$ cat config.mk
export PLATFORM = sky130hd
export DESIGN_NAME = multicycle_controller
export DESIGN_NICKNAME = d
export VERILOG_FILES = /design/src/rtl/multicycle_controller_pkg.sv /design/src/rtl/multicycle_controller_alu_decoder.sv /design/src/rtl/multicycle_controller.sv
export SDC_FILE = /design/constraint.sdc
export NUM_CORES = 1
export LEC_CHECK = 0
export BUFFER_PORTS_ARGS = -buffer_cell sky130_fd_sc_hd__buf_4
export CORE_MARGIN = 2
export CORE_UTILIZATION = 30
export CTS_CLUSTER_DIAMETER = 30
export DETAILED_ROUTE_END_ITERATION = 8
export PLACE_DENSITY = 0.62
export SYNTH_ARGS = -nofsm -noshare
export SYNTH_HDL_FRONTEND = slang
export SYNTH_SLANG_ARGS = --single-unit
export TNS_END_PERCENT = 1
$ cat constraint.sdc
create_clock -name clk -period 2 [get_ports clk]
set_clock_uncertainty 0.05 [all_clocks]
set_input_delay 0.4 -clock clk [delete_from_list [all_inputs] [get_ports clk]]
set_output_delay 0.4 -clock clk [all_outputs]
set_load 0.1 [all_outputs]
$ cat src/rtl/multicycle_controller_pkg.sv
`default_nettype none
// ============================================================================
//  Module      : multicycle_controller_pkg
//  Description : Shared encodings for the multicycle RISC-V controller.
//  Revision    : 1.0 - initial release
// ============================================================================
package multicycle_controller_pkg;

    localparam logic [3:0] c_S_FETCH    = 4'd0;
    localparam logic [3:0] c_S_DECODE   = 4'd1;
    localparam logic [3:0] c_S_MEMADR   = 4'd2;
    localparam logic [3:0] c_S_MEMREAD  = 4'd3;
    localparam logic [3:0] c_S_MEMWB    = 4'd4;
    localparam logic [3:0] c_S_MEMWRITE = 4'd5;
    localparam logic [3:0] c_S_EXECUTER = 4'd6;
    localparam logic [3:0] c_S_EXECUTEI = 4'd7;
    localparam logic [3:0] c_S_ALUWB    = 4'd8;
    localparam logic [3:0] c_S_BEQ      = 4'd9;
    localparam logic [3:0] c_S_JAL      = 4'd10;

    localparam logic [6:0] c_OP_LW    = 7'b0000011;
    localparam logic [6:0] c_OP_SW    = 7'b0100011;
    localparam logic [6:0] c_OP_RTYPE = 7'b0110011;
    localparam logic [6:0] c_OP_ITYPE = 7'b0010011;
    localparam logic [6:0] c_OP_JAL   = 7'b1101111;
    localparam logic [6:0] c_OP_BEQ   = 7'b1100011;

    typedef enum logic [1:0] {
        ALUOP_ADD   = 2'b00,
        ALUOP_SUB   = 2'b01,
        ALUOP_FUNCT = 2'b10
    } alu_op_t;

    localparam logic [2:0] c_ALUC_ADD = 3'b000;
    localparam logic [2:0] c_ALUC_SUB = 3'b001;
    localparam logic [2:0] c_ALUC_AND = 3'b010;
    localparam logic [2:0] c_ALUC_OR  = 3'b011;
    localparam logic [2:0] c_ALUC_SLT = 3'b101;

    localparam logic [1:0] c_IMM_I = 2'b00;
    localparam logic [1:0] c_IMM_S = 2'b01;
    localparam logic [1:0] c_IMM_B = 2'b10;
    localparam logic [1:0] c_IMM_J = 2'b11;

    function automatic logic [1:0] imm_src_of(input logic [6:0] op);
        case (op)
            c_OP_SW:  imm_src_of = c_IMM_S;
            c_OP_BEQ: imm_src_of = c_IMM_B;
            c_OP_JAL: imm_src_of = c_IMM_J;
            default:  imm_src_of = c_IMM_I;
        endcase
    endfunction

endpackage
`default_nettype wire

$ cat src/rtl/multicycle_controller_alu_decoder.sv
`default_nettype none
// ============================================================================
//  Module      : alu_decoder
//  Description : Maps ALUOp and instruction function fields to ALUControl.
//  Revision    : 1.0 - initial release
// ============================================================================
module alu_decoder
    import multicycle_controller_pkg::*;
(
    input  alu_op_t    i_alu_op,
    input  logic [2:0] i_funct3,
    input  logic       i_op5,
    input  logic       i_funct7b5,
    output logic [2:0] o_alu_control
);

    always_comb begin
        o_alu_control = c_ALUC_ADD;
        case (i_alu_op)
            ALUOP_ADD: o_alu_control = c_ALUC_ADD;
            ALUOP_SUB: o_alu_control = c_ALUC_SUB;
            ALUOP_FUNCT: begin
                case (i_funct3)
                    // funct7b5 selects sub only for R-type; addi keeps bit 30 as immediate
                    3'b000:  o_alu_control = (i_op5 & i_funct7b5) ? c_ALUC_SUB : c_ALUC_ADD;
                    3'b010:  o_alu_control = c_ALUC_SLT;
                    3'b110:  o_alu_control = c_ALUC_OR;
                    3'b111:  o_alu_control = c_ALUC_AND;
                    default: o_alu_control = c_ALUC_ADD;
                endcase
            end
            default: o_alu_control = c_ALUC_ADD;
        endcase
    end

endmodule
`default_nettype wire

$ cat src/rtl/multicycle_controller.sv
`default_nettype none
// ============================================================================
//  Module      : multicycle_controller
//  Description : Moore control FSM for a multicycle RV32 subset datapath.
//  Revision    : 1.0 - initial release
// ============================================================================
module multicycle_controller
    import multicycle_controller_pkg::*;
(
    input  logic       clk,
    input  logic       reset,
    input  logic [6:0] op,
    input  logic [2:0] funct3,
    input  logic       funct7b5,
    input  logic       Zero,
    output logic       PCWrite,
    output logic       AdrSrc,
    output logic       MemWrite,
    output logic       IRWrite,
    output logic [1:0] ResultSrc,
    output logic [1:0] ALUSrcA,
    output logic [1:0] ALUSrcB,
    output logic [2:0] ALUControl,
    output logic [1:0] ImmSrc,
    output logic       RegWrite
);

    logic [3:0] r_state;
    logic [3:0] w_next;
    logic       w_pc_update;
    logic       w_branch;
    alu_op_t    w_alu_op;

    always_ff @(posedge clk) begin
        if (reset) begin
            r_state <= c_S_FETCH;
        end else begin
            r_state <= w_next;
        end
    end

    always_comb begin
        w_next = c_S_FETCH;
        case (r_state)
            c_S_FETCH: w_next = c_S_DECODE;
            c_S_DECODE: begin
                case (op)
                    c_OP_LW, c_OP_SW: w_next = c_S_MEMADR;
                    c_OP_RTYPE:       w_next = c_S_EXECUTER;
                    c_OP_ITYPE:       w_next = c_S_EXECUTEI;
                    c_OP_JAL:         w_next = c_S_JAL;
                    c_OP_BEQ:         w_next = c_S_BEQ;
                    default:          w_next = c_S_FETCH;
                endcase
            end
            c_S_MEMADR: begin
                if (op == c_OP_LW) begin
                    w_next = c_S_MEMREAD;
                end else if (op == c_OP_SW) begin
                    w_next = c_S_MEMWRITE;
                end else begin
                    w_next = c_S_FETCH;
                end
            end
            c_S_MEMREAD:  w_next = c_S_MEMWB;
            c_S_EXECUTER: w_next = c_S_ALUWB;
            c_S_EXECUTEI: w_next = c_S_ALUWB;
            c_S_JAL:      w_next = c_S_ALUWB;
            default:      w_next = c_S_FETCH;
        endcase
    end

    always_comb begin
        w_pc_update = 1'b0;
        w_branch    = 1'b0;
        w_alu_op    = ALUOP_ADD;
        AdrSrc      = 1'b0;
        MemWrite    = 1'b0;
        IRWrite     = 1'b0;
        ResultSrc   = 2'b00;
        ALUSrcA     = 2'b00;
        ALUSrcB     = 2'b00;
        RegWrite    = 1'b0;
        ImmSrc      = imm_src_of(op);
        case (r_state)
            c_S_FETCH: begin
                IRWrite     = 1'b1;
                ALUSrcB     = 2'b10;
                ResultSrc   = 2'b10;
                w_pc_update = 1'b1;
            end
            c_S_DECODE: begin
                ALUSrcA = 2'b01;
                ALUSrcB = 2'b01;
            end
            c_S_MEMADR: begin
                ALUSrcA = 2'b10;
                ALUSrcB = 2'b01;
            end
            c_S_MEMREAD: begin
                AdrSrc = 1'b1;
            end
            c_S_MEMWB: begin
                ResultSrc = 2'b01;
                RegWrite  = 1'b1;
            end
            c_S_MEMWRITE: begin
                AdrSrc   = 1'b1;
                MemWrite = 1'b1;
            end
            c_S_EXECUTER: begin
                ALUSrcA  = 2'b10;
                w_alu_op = ALUOP_FUNCT;
            end
            c_S_EXECUTEI: begin
                ALUSrcA  = 2'b10;
                ALUSrcB  = 2'b01;
                w_alu_op = ALUOP_FUNCT;
            end
            c_S_ALUWB: begin
                RegWrite = 1'b1;
            end
            c_S_JAL: begin
                ALUSrcA     = 2'b01;
                ALUSrcB     = 2'b10;
                w_pc_update = 1'b1;
            end
            c_S_BEQ: begin
                ALUSrcA  = 2'b10;
                w_alu_op = ALUOP_SUB;
                w_branch = 1'b1;
            end
            default: begin
                w_pc_update = 1'b0;
            end
        endcase
        // Reset silences every output, not only the write enables
        if (reset) begin
            w_pc_update = 1'b0;
            w_branch    = 1'b0;
            w_alu_op    = ALUOP_ADD;
            AdrSrc      = 1'b0;
            MemWrite    = 1'b0;
            IRWrite     = 1'b0;
            ResultSrc   = 2'b00;
            ALUSrcA     = 2'b00;
            ALUSrcB     = 2'b00;
            RegWrite    = 1'b0;
            ImmSrc      = 2'b00;
        end
    end

    assign PCWrite = w_pc_update | (w_branch & Zero);

    alu_decoder u_alu_decoder (
        .i_alu_op      (w_alu_op),
        .i_funct3      (funct3),
        .i_op5         (op[5]),
        .i_funct7b5    (funct7b5),
        .o_alu_control (ALUControl)
    );

endmodule
`default_nettype wire

After elaboration in Yosys (flattened, before gate mapping):

Index checks and enable logic that the tools add are counted.

* bits of input ports: 14
* bits in registers: 4
* output and inout port bits: 16

* muxes and demuxes: 29
* bitwise operators: 3
* reductions and logical operators: 11
* equal/unequal tests: 21

Operators with widths (number)
* 4-bit one-hot mux with 5 select lines: 2
* 4-bit by 3-bit == test with 1-bit output, second input constant: 4
* 2-bit one-hot mux with 2 select lines: 4
* 7-bit by 6-bit == test with 1-bit output, second input constant: 2
* 7-bit == test, second input constant: 2
* 1-bit 2-to-1 mux: 13
* 4-bit == test, second input constant: 3
* 3-bit one-hot mux with 4 select lines: 1
* 2-bit OR reduction: 6
* 2-bit 2-to-1 mux: 5
* 4-bit by 2-bit == test with 1-bit output, second input constant: 2
* 7-bit by 2-bit == test with 1-bit output, second input constant: 1
* 7-bit by 5-bit == test with 1-bit output, second input constant: 1
* 3-bit == test, second input constant: 2
* 3-bit 2-to-1 mux: 2
* 2-bit one-hot mux with 3 select lines: 1
* 3-bit one-hot mux with 2 select lines: 1
* 3-bit OR reduction: 2
* 4-bit by 1-bit == test with 1-bit output, second input constant: 1
* 4-bit zero test: 1
* 4-bit OR reduction: 1
* 3-bit by 2-bit == test with 1-bit output, second input constant: 1
* 3-bit zero test: 1
* 1-bit bitwise AND: 2
* 3 further kinds: 3

Depth between registers and ports, before layout:

Gate-level depths: netlist of the first run.

* depth after elaboration: 6
* gate-level depth with buffers: 8
* mapped depth without buffers: 7

Cells and area by module:

Synthesis of the first run repeated with hierarchy kept, for this count alone.

* cell total of the unflattened synthesis: 84
* area total of the unflattened synthesis: 644.4 um^2

Modules (own cells, without submodules)
* multicycle_controller: cells an instance 73, area an instance 548.0 um^2, times used 1, seq. area each 80.1 um^2
* alu_decoder: cells an instance 11, area an instance 96.3 um^2, times used 1, seq. area each 0.0 um^2

Worst setup path before layout of the first run:

No wires, ideal clock.

* kind: register -> output
* from: reg r_state[3]
* to: out PCWrite
* stages on the path, launching flop included: 5
* arrival: 4320 ps
* required time: 1550 ps
* setup slack: -2770 ps
* cell sequence: dfxtp_1 clkbuf_1 xor2_1 nor4_1 a21o_1

* cells in the longest elaborated chain, start to end: 5
* elaborated cells between the ends (all ways): 10

Ends and longest elaborated chain
* start, declared: RTL line multicycle_controller.sv:28 `logic [3:0] r_state;`
* start signal, assigned: RTL line multicycle_controller.sv:36 `r_state <= c_S_FETCH;`
* start signal, assigned: RTL line multicycle_controller.sv:38 `r_state <= w_next;`
* 4-bit == test / 4-bit zero test (equally long branches): RTL line multicycle_controller.sv:85 `case (r_state)`
* 2-bit OR reduction (no source line) / 1-bit 2-to-1 mux (equally long branches)
* 1-bit 2-to-1 mux, on equally long branches: RTL line multicycle_controller.sv:85, multicycle_controller.sv:138
* 1-bit 2-to-1 mux / 1-bit bitwise AND (equally long branches): RTL line multicycle_controller.sv:138, multicycle_controller.sv:153
* 1-bit bitwise OR *: RTL line multicycle_controller.sv:153 `assign PCWrite = w_pc_update | (w_branch & Zero);`
* end, declared: RTL line multicycle_controller.sv:16 `output logic PCWrite,`

Mark *: on every way between the ends. The rest lies on a longest branch, timed or not.

Final worst setup path of the first run:

* from: reg r_state[1]
* to: out ALUControl[1]

* cells in the longest elaborated chain, start to end: 6
* elaborated cells between the ends (all ways): 9

Ends and longest elaborated chain
* 4-bit by 3-bit == test with 1-bit output: RTL line multicycle_controller.sv:85
* 2-bit OR reduction (no source line)
* 2-bit one-hot mux with 2 select lines *: RTL line multicycle_controller.sv:85
* 2-bit 2-to-1 mux *: RTL line multicycle_controller.sv:138 `if (reset) begin`
* 2-bit == test / 2-bit by 1-bit == test with 1-bit output (equally long branches): RTL line multicycle_controller_alu_decoder.sv:19 `case (i_alu_op)`
* 3-bit one-hot mux with 2 select lines *: RTL line multicycle_controller_alu_decoder.sv:19
* end, declared: RTL line multicycle_controller.sv:23 `output logic [2:0] ALUControl,`

Marked as above.

==> out/metrics.cfg, run 1 <==
[pwr]
power_uw=374.1
p_leak_nw=0.4589
vdd_drop_max_mv=0.2415
power_density_nw_per_um2=319.8

[detailed_routing]
vias=719
dr.pass1.iters=4
drt-vias-per-instance=5.063
detail-route-antenna-nets=0
wl_per_cell_um=12.06
post-route-drc-count=0
drt_iter0_drc=4
routed_wl_mm=1.713

[clocking]
cts.clk_slew.worst_paths_ps=40
cts_tree=done
clock_latency_ps=230
cts.sinks=4
clockBufferDepth=2
cts_hold_buf=0
cts_made_buffers=3
cts_htree_levels=1
clockRootBuffer=clkbuf_4
post_cts_buffers=0

[placement]
dp_slack_ps=-211.1
post_dp_cell_area_um2=1050
hpwl_mm=1.394
dp.cells=139
io_buffers=29
gp_congestion=0.7312

[global_routing]
grt_pass1_vias=669
overflow=0
grt_pass1_wl_mm=2.801
grt_max_degree=15
grt_antenna_before_repair=0
groute.usage.overall=0.1744

[finish]
nNetsFinal=135
top_register=r_state
largest_register_ffs=4
diodes=0
top_regs=r_state x4
final.fill_count=164
finish.instance_area_um2=1170
layout_commonest_cell=buf_4
fin_cells=142
register_area_um2=82.58
fin_util=0.6631
multi_input_area_um2=621.8
final_cell_mix=buf_4 (32), buf_12 (5), buf_6 (5)
syn_to_final_growth_pct=103.3
drive_above_1_share=0.6325

[timing]
slew_violations=0
hold_viol=0
fin_ws_ps=-149.5
fin_crit_ps=2149
period_share=1.075
setup_tns_ps=-435.5
relSlewSlack=0.8081
fin_hold_ws_ps=426.3
fmax_mhz=465.2
rsz0062_at_grt=true
tightestPinTransition_ps=287.3
setup_viol=4

[critical_path]
crit_family=simple AND/OR/NAND/NOR gates
rr_startpoint=r_state[1]$_SDFF_PP0_
path_max_fanout=2
ff2ff_path_depth=5
timing.rr.end=r_state[1]$_SDFF_PP0_
slowest_delay_ps=310
worst-setup-path-type=register to output pin
critPathBufInv=2
r2r_slack_ps=170
cp_num_cells=6
cp_cell_sequence=nand2b_4 -> nor4b_4 -> inv_2 -> ha_4 -> nor3b_4 -> buf_12
crit_required_ps=1550
cp.arrival_ps=1700
worst_setup_path_start_kind=register
worst_path_max_delay_cell=dfxtp_2
endpoint_kind=output pin

[logic_synthesis]
ys_types=38
synth.avg_cell_area_um2=7.285
synth-main-ff-cell=dfxtp_1
ys_seq_area_frac=0.1391
synth_nets=95
synth_edf_count=0
syn_inst=79
yosys_warnings=0
synth_area_um2=575.6
async_flop_share=0
ys_seq_elements=4

[floorplan]
rows=15
core_area_um2=1764
ios=30
die-area_um2=2285
fp.dieW_um=47.80
initial_utilization=0.3262
chipHeight_um=47.80

[worst_hold_path]
worstHoldStart=op[5]
hold_depth=3
hp-class=primary input to register
whs_endpoint=r_state[1]$_SDFF_PP0_

[job]
drv_cap=0

[status]
violations=negative setup slack
status=complete, but fails checks

-- metal layers --
layer | track usage | vias up | share of wire
li1 | - | 364 | -
met1 | 0.2240 | 330 | 0.44
met2 | 0.2880 | 23 | 0.52
met3 | 0.03396 | 2 | 0.030
met4 | 0.06486 | 0 | 0.0076
met5 | 0 | - | 0
-- power breakdown --
part,internal [mW],switching (mW),total (mW)
Clock,0.0671,0.0325,0.0996
Sequential,0.0825,0.00224,0.0848
Combinational,0.0685,0.121,0.190
-- worst max-delay path by stage --
stage                               start       endpoint
floorplan           r_state[3]$_SDFF_PP0_        PCWrite
global placement                    reset  ALUControl[0]
detailed placement                  reset  ALUControl[0]
CTS                 r_state[1]$_SDFF_PP0_  ALUControl[1]
global route        r_state[3]$_SDFF_PP0_  ALUControl[0]
finish              r_state[1]$_SDFF_PP0_  ALUControl[1]
-- logic make-up after synthesis --
group / share of synthesized area
buffers and inverters: 0.08475
xor gates and xnor gates: 0.07608
adders and majority gates: 0.04347
AOI/OAI and AO/OA: 0.1587
DFF: 0.1391
and+or+nand+nor: 0.4804
muxes: 0.01739
-- layout make-up --
class | instances | share of cell area
multi-input combinational | 64 | 0.5316
sequential | 4 | 0.07059
tap | 25 | 0.02674
clock buffer | 3 | 0.01925
timing repair buffer | 42 | 0.3390
inverter | 4 | 0.01283
-- worst register-to-register path, cell delays in order, from the launching register on --
cell and delay [ps]:
dfxtp_2 320, buf_4 140, buf_4 150, or3b_1 340, or4b_1 520, a221oi_2 220
-- cells in the mapped netlist (2+ instances only) --
cell type / instances / area (um^2)
nor4b_1: 2 / 17.52
buf_4: 2 / 15.01
nor3_1: 5 / 25.02
nor3b_1: 3 / 22.52
nand2b_1: 4 / 25.02
nand3_1: 3 / 15.01
nand2_1: 5 / 18.77
a21oi_1: 5 / 25.02
nor2_1: 3 / 11.26
dfxtp_1: 4 / 80.08
nand3b_1: 3 / 22.52
xor2_1: 4 / 35.03
clkbuf_1: 4 / 15.01
nor4_1: 2 / 12.51
inv_1: 4 / 15.01
or3_1: 2 / 12.51
and3b_1: 2 / 17.52
ha_1: 2 / 25.02
-- repair_timing --
item | 4_1_cts | 5_1_grt
resized for setup | 16 | 12
endpoints found under the setup margin | 9 | 10
pin swaps | 4 | 3
(Power assumes the default switching activity.)
==> run 2, diff against run 1 <==
- CORE_UTILIZATION: 30 -> 39
- PLACE_DENSITY: 0.62 -> 0.76
==> out/metrics.cfg, run 2 (synthesis results as in run 1) <==
[timing]
hold_viol=0  ; unchanged
rsz0062_at_grt=true
relSlewSlack=0.8140  ; +0.005955
fmax_mhz=466.2  ; +0.20%
period_share=1.073  ; -0.002127
setup_viol=5  ; +1
tightestPinTransition_ps=276.9  ; -10.39 ps
fin_crit_ps=2145  ; -4.254 ps
setup_tns_ps=-508.8  ; -73.27 ps
fin_ws_ps=-145.2  ; +4.254 ps
slew_violations=0  ; unchanged

[global_routing]
grt_pass1_wl_mm=3.180  ; +14%
groute.usage.overall=0.2319  ; +0.05748
grt_pass1_vias=710  ; +6.1%
overflow=0  ; unchanged
grt_max_degree=15  ; unchanged
grt_antenna_before_repair=0  ; unchanged

[pwr]
vdd_drop_max_mv=0.4441  ; +84%
power_uw=389.7  ; +4.2%
p_leak_nw=0.4760  ; +3.7%
power_density_nw_per_um2=325.1  ; +1.7%

[detailed_routing]
drt-vias-per-instance=5.669  ; +12%
routed_wl_mm=1.990  ; +16%
post-route-drc-count=0  ; unchanged
wl_per_cell_um=14.96  ; +24%
vias=754  ; +4.9%
dr.pass1.iters=5  ; +1
drt_iter0_drc=18  ; +14
detail-route-antenna-nets=0  ; unchanged

[critical_path]
worst-setup-path-type=register to output pin
crit_required_ps=1550  ; about the same
endpoint_kind=output pin
ff2ff_path_depth=5  ; unchanged
path_max_fanout=2  ; unchanged
cp.arrival_ps=1700  ; about the same
worst_setup_path_start_kind=register

[floorplan]
rows=13  ; -2
die-area_um2=1799  ; -21%
fp.dieW_um=42.42  ; -11%
chipHeight_um=42.42  ; -11%
initial_utilization=0.4315  ; +0.1053
ios=30  ; unchanged
core_area_um2=1334  ; -24%

[finish]
nNetsFinal=136  ; +0.74%
top_register=r_state
largest_register_ffs=4  ; unchanged
final_cell_mix=buf_4 (29), buf_6 (7), buf_12 (6)
drive_above_1_share=0.6186  ; -0.01383
finish.instance_area_um2=1199  ; +2.5%
top_regs=r_state x4
layout_commonest_cell=buf_4
diodes=0  ; unchanged
syn_to_final_growth_pct=108.3

[clocking]
cts.sinks=4  ; unchanged
clock_latency_ps=240  ; about the same
cts_hold_buf=0  ; unchanged
cts.clk_slew.worst_paths_ps=40  ; about the same
clockBufferDepth=2  ; unchanged
cts_tree=done
clockRootBuffer=clkbuf_4
cts_htree_levels=1  ; unchanged
cts_made_buffers=3  ; unchanged

[placement]
gp_congestion=0.7650  ; +4.6%
hpwl_mm=1.438  ; +3.1%
post_dp_cell_area_um2=1037  ; -1.2%
io_buffers=29  ; unchanged

[worst_hold_path]
hold_depth=3  ; unchanged
hp-class=primary input to register

[job]
drv_cap=0  ; unchanged

[status]
status=complete, but fails checks
violations=negative setup slack

## run 2: worst max-delay path, cell delays in order, from the launching register on
cell and delay (ps):
dfxtp_2 320, nand2b_4 140, nor4b_4 230, inv_1 110, ha_4 250, nor3b_4 210
buf_12 200
## run 2: path summary, 6_finish.rpt
| path | to | slack [ps] | start |
|---|---|---|---|
| worst max register to register | r_state[1]$_SDFF_PP0_ | 190 | r_state[1]$_SDFF_PP0_ |
| worst min register to register | r_state[1]$_SDFF_PP0_ | 590 | r_state[0]$_SDFF_PP0_ |
| worst max-delay path | ALUControl[1] | -150 | r_state[1]$_SDFF_PP0_ |
| worst min-delay path | r_state[1]$_SDFF_PP0_ | 420 | op[5] |
## run 2: repair_timing
action                                  in CTS  in global routing
gates resized for setup                     23                 12
buffers inserted                             0                  1
pin swaps                                    3                  1
endpoints found under the setup margin      11                 12
## run 2: metal layers
metal | track usage | vias up | share of wire
met2 | 0.4062 | 26 | 0.53
li1 | - | 366 | -
met3 | 0.05603 | 2 | 0.047
met5 | 0 | - | 0
met1 | 0.2765 | 360 | 0.41
met4 | 0.06875 | 0 | 0.0075
## run 2: through the flow
step,cells,setup WS (ps),utilization,hold WS (ps)
finish,133,-145.2,0.8987,424.5
global route,133,-243.0,0.8987,428.7
CTS,132,-138.9,0.8612,442.5
detailed placement,129,-137.6,0.7777,592.0
global placement,129,-82.03,0.7777,591.9
floorplan,79,-562.8,-,513.4
## run 2: area by class of cell
type / count / area, um^2
Fill cell: 61 / 135.1
Tap cell: 15 / 18.77
Inverter: 4 / 15.01
Sequential cell: 4 / 81.33
Multi-Input combinational cell: 64 / 629.4
Timing Repair Buffer: 43 / 431.7
Clock buffer: 3 / 22.52
## run 2: report_power, final
group	total, mW	internal (mW)	switching [mW]
logic	0.199	0.0740	0.125
clock network	0.107	0.0676	0.0396
registers	0.0839	0.0820	0.00184
total	0.390	0.224	0.166
